<file path="config.mk">
export PLATFORM = sky130hd
export DESIGN_NAME = adc_decimator
export DESIGN_NICKNAME = d
export VERILOG_FILES = /design/src/rtl/adc_pkg.sv /design/src/rtl/adc_minmax_track.sv /design/src/rtl/adc_decimator.sv
export SDC_FILE = /design/constraint.sdc
export NUM_CORES = 1
export LEC_CHECK = 0
export CAP_MARGIN = 5
export CORE_MARGIN = 2
export CORE_UTILIZATION = 30
export CTS_BUF_LIST = sky130_fd_sc_hd__clkbuf_4 sky130_fd_sc_hd__clkbuf_8 sky130_fd_sc_hd__clkbuf_16
export CTS_CLUSTER_SIZE = 10
export DETAILED_ROUTE_END_ITERATION = 16
export DONT_BUFFER_PORTS = 1
export PLACE_DENSITY_LB_ADDON = 0.12
export SYNTH_ARGS = -nofsm -noshare
export SYNTH_HDL_FRONTEND = slang
export SYNTH_HIERARCHICAL = 1
export SYNTH_SLANG_ARGS = --single-unit
export TNS_END_PERCENT = 100
</file>
<file path="constraint.sdc">
create_clock -name clk -period 3.7 [get_ports clk]
set_clock_uncertainty 0.2 [all_clocks]
set_input_delay 0.37 -clock clk [delete_from_list [all_inputs] [get_ports clk]]
set_output_delay 0.37 -clock clk [all_outputs]
set_load 0.01 [all_outputs]
</file>
<file path="src/rtl/adc_pkg.sv">
// rtl/adc_pkg.sv - shared ADC sample type, widths and signed min/max helpers
package adc_pkg;

    localparam int DATA_W_DEFAULT = 16;

    // Helpers compare at a fixed wide width so any DATA_W up to 32 can use them
    // after sign-extending its operands with a size cast.
    localparam int CMP_W = 32;

    typedef logic signed [DATA_W_DEFAULT-1:0] sample_t;

    typedef enum logic {
        FILL = 1'b0,
        DUMP = 1'b1
    } dec_state_t;

    function automatic logic signed [CMP_W-1:0] smin(
        input logic signed [CMP_W-1:0] a,
        input logic signed [CMP_W-1:0] b
    );
        return (a < b) ? a : b;
    endfunction

    function automatic logic signed [CMP_W-1:0] smax(
        input logic signed [CMP_W-1:0] a,
        input logic signed [CMP_W-1:0] b
    );
        return (a > b) ? a : b;
    endfunction

endpackage

</file>
<file path="src/rtl/adc_minmax_track.sv">
// rtl/adc_minmax_track.sv - running signed min/max of a frame with seed and restart
module adc_minmax_track
    import adc_pkg::*;
#(
    parameter int DATA_W = DATA_W_DEFAULT
) (
    input  logic                     clk,
    input  logic                     reset,
    input  logic signed [DATA_W-1:0] sample,
    input  logic                     sample_valid,
    input  logic                     seed,
    input  logic                     restart,
    output logic signed [DATA_W-1:0] frame_min,
    output logic signed [DATA_W-1:0] frame_max
);

    logic signed [DATA_W-1:0] min_q;
    logic signed [DATA_W-1:0] max_q;

    // Extremes including the current sample; a seeding sample starts the frame fresh
    always_comb begin
        frame_min = min_q;
        frame_max = max_q;
        if (seed) begin
            frame_min = sample;
            frame_max = sample;
        end else begin
            frame_min = DATA_W'(smin(CMP_W'(min_q), CMP_W'(sample)));
            frame_max = DATA_W'(smax(CMP_W'(max_q), CMP_W'(sample)));
        end
    end

    // Trackers clear on restart (frame just emitted) and otherwise follow accepted samples
    always_ff @(posedge clk or posedge reset) begin
        if (reset) begin
            min_q <= '0;
            max_q <= '0;
        end else if (restart) begin
            min_q <= '0;
            max_q <= '0;
        end else if (sample_valid) begin
            min_q <= frame_min;
            max_q <= frame_max;
        end
    end

endmodule

</file>
<file path="src/rtl/adc_decimator.sv">
// rtl/adc_decimator.sv - block-average decimator by 2**LOG2_DECIM with frame min/max and overrun flag
module adc_decimator
    import adc_pkg::*;
#(
    parameter int LOG2_DECIM = 3,
    parameter int DATA_W     = DATA_W_DEFAULT
) (
    input  logic                     clk,
    input  logic                     reset,
    input  logic signed [DATA_W-1:0] in_data,
    input  logic                     in_valid,
    output logic signed [DATA_W-1:0] out_data,
    output logic signed [DATA_W-1:0] out_min,
    output logic signed [DATA_W-1:0] out_max,
    output logic                     out_valid,
    input  logic                     out_ready,
    output logic                     overrun,
    input  logic                     clear_overrun
);

    // N samples of DATA_W bits sum into DATA_W+LOG2_DECIM bits without overflow
    localparam int ACC_W = DATA_W + LOG2_DECIM;

    dec_state_t state;
    dec_state_t state_next;

    logic [LOG2_DECIM-1:0]   count;
    logic                    first;
    logic                    last;
    logic                    load_result;
    logic                    handshake;
    logic signed [ACC_W-1:0] acc;
    logic signed [ACC_W-1:0] in_ext;
    logic signed [ACC_W-1:0] sum;
    logic signed [ACC_W-1:0] avg_full;
    logic signed [DATA_W-1:0] frame_min;
    logic signed [DATA_W-1:0] frame_max;

    assign first     = (count == '0);
    assign last      = in_valid && (count == {LOG2_DECIM{1'b1}});
    assign handshake = out_valid && out_ready;
    assign in_ext    = ACC_W'(in_data);
    assign sum       = first ? in_ext : (acc + in_ext);
    assign avg_full  = sum >>> LOG2_DECIM;

    adc_minmax_track #(
        .DATA_W(DATA_W)
    ) u_minmax (
        .clk         (clk),
        .reset       (reset),
        .sample      (in_data),
        .sample_valid(in_valid),
        .seed        (first),
        .restart     (last),
        .frame_min   (frame_min),
        .frame_max   (frame_max)
    );

    // FSM state register
    always_ff @(posedge clk or posedge reset) begin
        if (reset) begin
            state <= FILL;
        end else begin
            state <= state_next;
        end
    end

    // FILL until the Nth sample is accepted, then one DUMP cycle back to FILL
    always_comb begin
        state_next  = state;
        load_result = 1'b0;
        case (state)
            FILL: begin
                if (last) begin
                    state_next  = DUMP;
                    load_result = 1'b1;
                end
            end
            DUMP: begin
                state_next = FILL;
            end
            default: begin
                state_next = FILL;
            end
        endcase
    end

    // Sample counter and accumulator; the accumulator is re-seeded by the first sample of each frame
    always_ff @(posedge clk or posedge reset) begin
        if (reset) begin
            count <= '0;
            acc   <= '0;
        end else if (in_valid) begin
            count <= count + LOG2_DECIM'(1);
            if (last) begin
                acc <= '0;
            end else begin
                acc <= sum;
            end
        end
    end

    // Result registers, valid flag and sticky overrun (set beats clear)
    always_ff @(posedge clk or posedge reset) begin
        if (reset) begin
            out_data  <= '0;
            out_min   <= '0;
            out_max   <= '0;
            out_valid <= 1'b0;
            overrun   <= 1'b0;
        end else begin
            if (load_result) begin
                out_data  <= avg_full[DATA_W-1:0];
                out_min   <= frame_min;
                out_max   <= frame_max;
                out_valid <= 1'b1;
            end else if (handshake) begin
                out_valid <= 1'b0;
            end

            if (load_result && out_valid && !out_ready) begin
                overrun <= 1'b1;
            end else if (clear_overrun) begin
                overrun <= 1'b0;
            end
        end
    end

endmodule

</file>
### Word level (Yosys, flattened, before mapping)

Index checks and enable logic that the tools add are counted.

| word-level totals | value |
|---|---|
| flip-flop bits (word level) | 105 |
| input bits | 21 |
| output and inout port bits | 50 |
| logic and storage cells | 42 |

| cells by class | value |
|---|---|
| add/sub/neg operators | 2 |
| magnitude comparators | 2 |
| equality and inequality tests | 1 |
| muxes and demuxes | 17 |
| bitwise operators | 1 |
| reductions and logical operators | 9 |

Operator list:

| operator | count |
|---|---|
| $mux 16 | 8 |
| $mux 19 | 2 |
| $add 19x16->19 | 1 |
| $gt 16x16->1 | 1 |
| $lt 16x16->1 | 1 |
| $mux 1 | 6 |
| $reduce_bool 2->1 | 3 |
| $logic_and 1x1->1 | 4 |
| $add 3x1->3 const B | 1 |
| $eq 3x3->1 const B | 1 |
| $logic_not 3->1 | 1 |
| $pmux 1 s2 | 1 |
| $logic_not 1->1 | 1 |
| $not 1->1 | 1 |

### Depth between registers and ports, before layout

| logic depth | value |
|---|---|
| word-level depth | 7 |
| gate-level depth with buffers | 15 |
| gate-level depth less buffers | 11 |

### By module

The synthesis kept the hierarchy.

Modules (own cells, without submodules):

| module | instances | cells each | area an instance (µm²) | seq. area each (µm²) |
|---|---|---|---|---|
| adc_decimator | 1 | 431 | 3872.5 | 1826.8 |
| adc_minmax_track | 1 | 262 | 2712.6 | 800.8 |

### Least setup slack after synthesis

No wires, ideal clock.

| timing | value |
|---|---|
| kind | register -> register |
| start point | register count[0] |
| end point | register out_max[11] |
| arrival | 2.732 ns |
| setup slack | 0.651 ns |
| stages on the path, launching flop included | 16 |
| buffers on the path | 5 |
| period minus slack after synthesis | 3.049 ns |
| cell sequence | dfrtp_1 > inv_1 > ha_1 > nand2b_1 > clkbuf_1 > inv_1 > buf_2 > buf_1 > inv_1 > o21ai_0 > or3_1 > buf_6 > buf_12 > mux2_4 > nand2_1 > nand2_1 |

RTL lines:

| element | line | source |
|---|---|---|
| start, declared | adc_decimator.sv:27 | `logic [LOG2_DECIM-1:0] count;` |
| start signal, assigned | adc_decimator.sv:94 | `count <= count + LOG2_DECIM'(1);` |
| $logic_not 3->1 | adc_decimator.sv:39 | `assign first = (count == '0);` |
| via first | adc_decimator.sv:28 | `logic first;` |
| $mux 16 | adc_minmax_track.sv:24 | `if (seed) begin` |
| via frame_max[11] | adc_decimator.sv:37 | `logic signed [DATA_W-1:0] frame_max;` |
| end signal, assigned | adc_decimator.sv:115 | `out_max <= frame_max;` |
| end, declared | adc_decimator.sv:14 | `output logic signed [DATA_W-1:0] out_max,` |

The timed path passes the listed nets, and every way through them passes these cells.
A chain may end at the register's enable or synchronous reset.

### Worst setup path in the final report

| timing | value |
|---|---|
| start point | register acc[0] |
| end point | register out_data[13] |

| between the ends | value |
|---|---|
| longest elaborated chain between the ends | 2 |

RTL lines:

| element | line | source |
|---|---|---|
| start, declared | adc_decimator.sv:32 | `logic signed [ACC_W-1:0] acc;` |
| start signal, assigned | adc_decimator.sv:98 | `acc <= sum;` |
| $add 19x16->19 | adc_decimator.sv:43 | `assign sum = first ? in_ext : (acc + in_ext);` |
| $mux 19 | adc_decimator.sv:43 |  |
| end signal, assigned | adc_decimator.sv:113 | `out_data <= avg_full[DATA_W-1:0];` |
| end, declared | adc_decimator.sv:12 | `output logic signed [DATA_W-1:0] out_data,` |

Every way passes these cells.

==> out/metrics.csv <==
stage;metric;value;unit
run_status;status;completed;
clocking;Sink Count;105;
setup_path;worst path required time;3.71;ns
detailed_routing;WL/cell;19.07;um
clocking;post-CTS sizing;0;
min_path;Worst Hold Path Cells;2;
finish;design area;7337;sq um
detailed_routing;drt total wl;18830;um
power;pwr dens;881.4;nW/um^2
finish;nets;776;
timing;Least-Margin Pin Slew;1.039;ns
yosys;Compound-Gate Fraction of Synth Area;0.1440;
clocking;H-tree lvl count;3;
detailed_routing;First-pass DRT Iterations;6;
timing;count of final setup violators;0;
setup_path;r2r worst-path depth;11;
floorplan;Die Ht;152.2;um
power;Sw Share;0.4353;
yosys;Post-Synth Simple-Gate Area;0.1758;
power;Sequential Power Share;0.343;
yosys;EDFF count, synth;0;
clocking;CTS Buf Count;9;
yosys;Synth Net Count;767;
min_path;Worst Hold Class;in -> reg;
yosys;post-synthesis area per instance;9.502;sq um
timing;Final Max Tran Viols;0;
power;Int Pwr;3.652;mW
floorplan;Core Area;21690;sq um
global_route;initial antenna violation count;2;
power;clock share of power;0.146;
detailed_routing;total number of vias;5000;
timing;Setup TNS Final;0;ns
finish;Diodes inserted;0;
placement;Placer Congestion;0.8539;
detailed_routing;via/cell ratio;5.066;
global_route;total gr overflow;0;
timing;Setup WS post-layout;0.6670;ns
placement;placed inst area;6867;sq um
setup_path;CP max FO;4;
power;Tot Pwr;6.467;mW
yosys;synthesized cell area;6585;sq um
clocking;Worst-path clk slew;0.08;ns
global_route;gr busiest metal;met2;
global_route;met2 usage;0.2911;
global_route;global-route usage over all layers;0.1663;
yosys;Yosys warning total;6;
yosys;Async SR Flop Fraction;1.000;
power;worst vdd ir;0.3188;mV
timing;Tmin final;3.033;ns
floorplan;Die ar.;23150;sq um
setup_path;crit path DAT;3.04;ns
yosys;post-synthesis xor/xnor area fraction;0.01463;
clocking;hold_buf cts;19;
placement;# port buffers;0;
clocking;CTS root buffer;clkbuf_16;
clocking;worst-skew pair later-pin latency;0.36;ns
power;Net Switching;2.815;mW
clocking;clock tree buffer depth;2;
detailed_routing;DR DRC count;0;
timing;Slew headroom;0.3070;
yosys;Post-Synth Adder-Cell Area;0.1018;
placement;Post-Place Worst Slack;0.6913;ns
global_route;pin count of the biggest net entering global routing;63;
placement;Post-DP HPWL;13060;um
finish;storage element area;2628;sq um
global_route;met3 usage;0.03356;
floorplan;Horiz. Die Dim;152.2;um
clocking;# Post-CTS Setup Buffers;0;
power;LEAKAGE;3.524;nW
setup_path;CP endpoint kind;flip-flop;
yosys;Seq/Total Area, Yosys;0.3990;
yosys;Top FF cell, synth;dfrtp_1;
yosys;Syn Inst Count;693;
setup_path;Crit Path Class;reg -> reg;
timing;RSZ-0062 raised after global routing;false;
yosys;mux cell area share after synthesis;0.1199;
run;maxcap violations;0;
global_route;vias in the first global route;5332;
yosys;largest family of logic cells by synthesized area;simple AND/OR/NAND/NOR gates;
finish;area of the multi-input gates;3662;sq um
detailed_routing;DRT antenna net count;0;
timing;Max Freq;329.7;MHz
timing;Tcrit/Tclk final;0.8197;
finish;fillers;2215;
floorplan;I/O pins;71;
finish;layout cells sized above 1;0.1103;
floorplan;initial core utilization;0.3036;
power;combinational share of power;0.511;
timing;final hold vios;0;
clocking;CTS tree;done;
floorplan;row count;54;
yosys;synth unique cells;63;
global_route;met1 usage;0.2142;
finish;Area growth syn-to-layout;11.42;%
yosys;Yosys reg bits;105;
detailed_routing;DR iter-0 viols;205;
global_route;global-route wire length before repair;30370;um
setup_path;CP Launch Type;flip-flop;
-- flip-flops by register name (all words and copies together), names as in the netlist, 3 cells and up --
name,cells
count,3
u_minmax/max_q,16
out_min,16
out_max,16
u_minmax/min_q,16
acc,19
out_data,16
-- cell families after synthesis --
group                    count (synthesis)
AO/OA/AOI/OAI                          137
flip-flops                             105
buffers and inverters                   70
XOR/XNOR                                11
AND/OR/NAND/NOR                        246
multiplexers                            71
adder cells (fa/ha/maj)                 53
-- final timing paths --
kind,slack (ns),start,endpoint
worst min register to register,0.30,acc[4],acc[4]
worst max-delay path,0.67,acc[0],out_data[13]
max in group asynchronous,1.95,reset,acc[1]
worst min-delay path,0.01,out_ready,out_valid
min in group asynchronous,0.39,reset,u_minmax/min_q[3]
worst max register to register,0.67,acc[0],out_data[13]
-- synthesized netlist by cell type (all sizes together) (5+ instances only) --
master   count  area share
nand2      133       0.076
dfrtp      105        0.40
nand2b      54       0.051
ha          52       0.099
a21oi       39       0.033
inv         38       0.022
mux2i       38       0.058
o21ai       34       0.026
mux2        33       0.062
nor2        24       0.014
clkbuf      20       0.011
buf         12       0.012
o2bb2ai     11       0.015
a21o         8      0.0091
nor3         8      0.0061
nand4        7      0.0076
o21a         7      0.0080
xnor2        6      0.0080
a31oi        5      0.0048
nor2b        5      0.0048
xor2         5      0.0066
-- area by class of cell --
| type | count | share of cell area |
|---|---|---|
| inverter | 38 | 0.01961 |
| timing repair buffer | 30 | 0.03718 |
| tap | 280 | 0.04775 |
| clock buffer | 9 | 0.03070 |
| multi-input combinational | 518 | 0.4991 |
| clock inverter | 7 | 0.007503 |
| sequential | 105 | 0.3581 |
-- metal layers --
| layer | wire length [um] | up-vias |
|---|---|---|
| li1 | - | 2417 |
| met5 | 0 | - |
| met1 | 8582 | 2491 |
| met2 | 9389 | 80 |
| met4 | 169 | 0 |
| met3 | 683 | 12 |
-- placed cells by master (no fill, tap or decap), drive strengths merged, types with 2 or more instances in the layout --
| cell | count |
|---|---|
| a2111o | 2 |
| a2111oi | 2 |
| a21o | 8 |
| a21oi | 39 |
| a221oi | 2 |
| a31oi | 5 |
| and2 | 3 |
| and2b | 2 |
| buf | 11 |
| clkbuf | 9 |
| clkinv | 5 |
| dfrtp | 105 |
| dlygate4sd3 | 19 |
| ha | 52 |
| inv | 39 |
| mux2 | 33 |
| mux2i | 38 |
| nand2 | 133 |
| nand2b | 54 |
| nand3 | 2 |
| nand4 | 7 |
| nor2 | 24 |
| nor2b | 5 |
| nor3 | 8 |
| o2111ai | 4 |
| o211ai | 3 |
| o21a | 7 |
| o21ai | 34 |
| o21bai | 4 |
| o22ai | 3 |
| o2bb2ai | 11 |
| o31ai | 4 |
| o32ai | 3 |
| or3 | 2 |
| xnor2 | 6 |
| xor2 | 5 |
-- critical path, stage by stage, from the launching register on --
cell	delay, ns
dfrtp_1	0.37
ha_1	0.18
inv_1	0.06
fa_1	0.38
and2b_1	0.27
o2111ai_2	0.17
a21boi_2	0.27
o21ai_0	0.19
nand2_1	0.19
nor2_1	0.07
a211oi_1	0.39
o21ai_0	0.14
-- metrics by stage --
step	hold WS, ns	instances	utilization
finish	0.01261	987	0.3383
global route	0.007562	987	0.3383
CTS	0.002922	987	0.3383
detailed placement	0.1954	952	0.3166
global placement	0.2037	952	0.3166
floorplan	0.2557	693	-
-- power groups by stage --
stage	Combinational, mW	Sequential, mW	Clock [mW]
floorplan	2.65	2.08	0
global placement	3.26	2.24	0
detailed placement	3.31	2.25	0
CTS	3.35	2.24	0.987
global route	3.73	2.29	1.03
finish	3.30	2.22	0.943
Power figures use the tool's default switching activity.
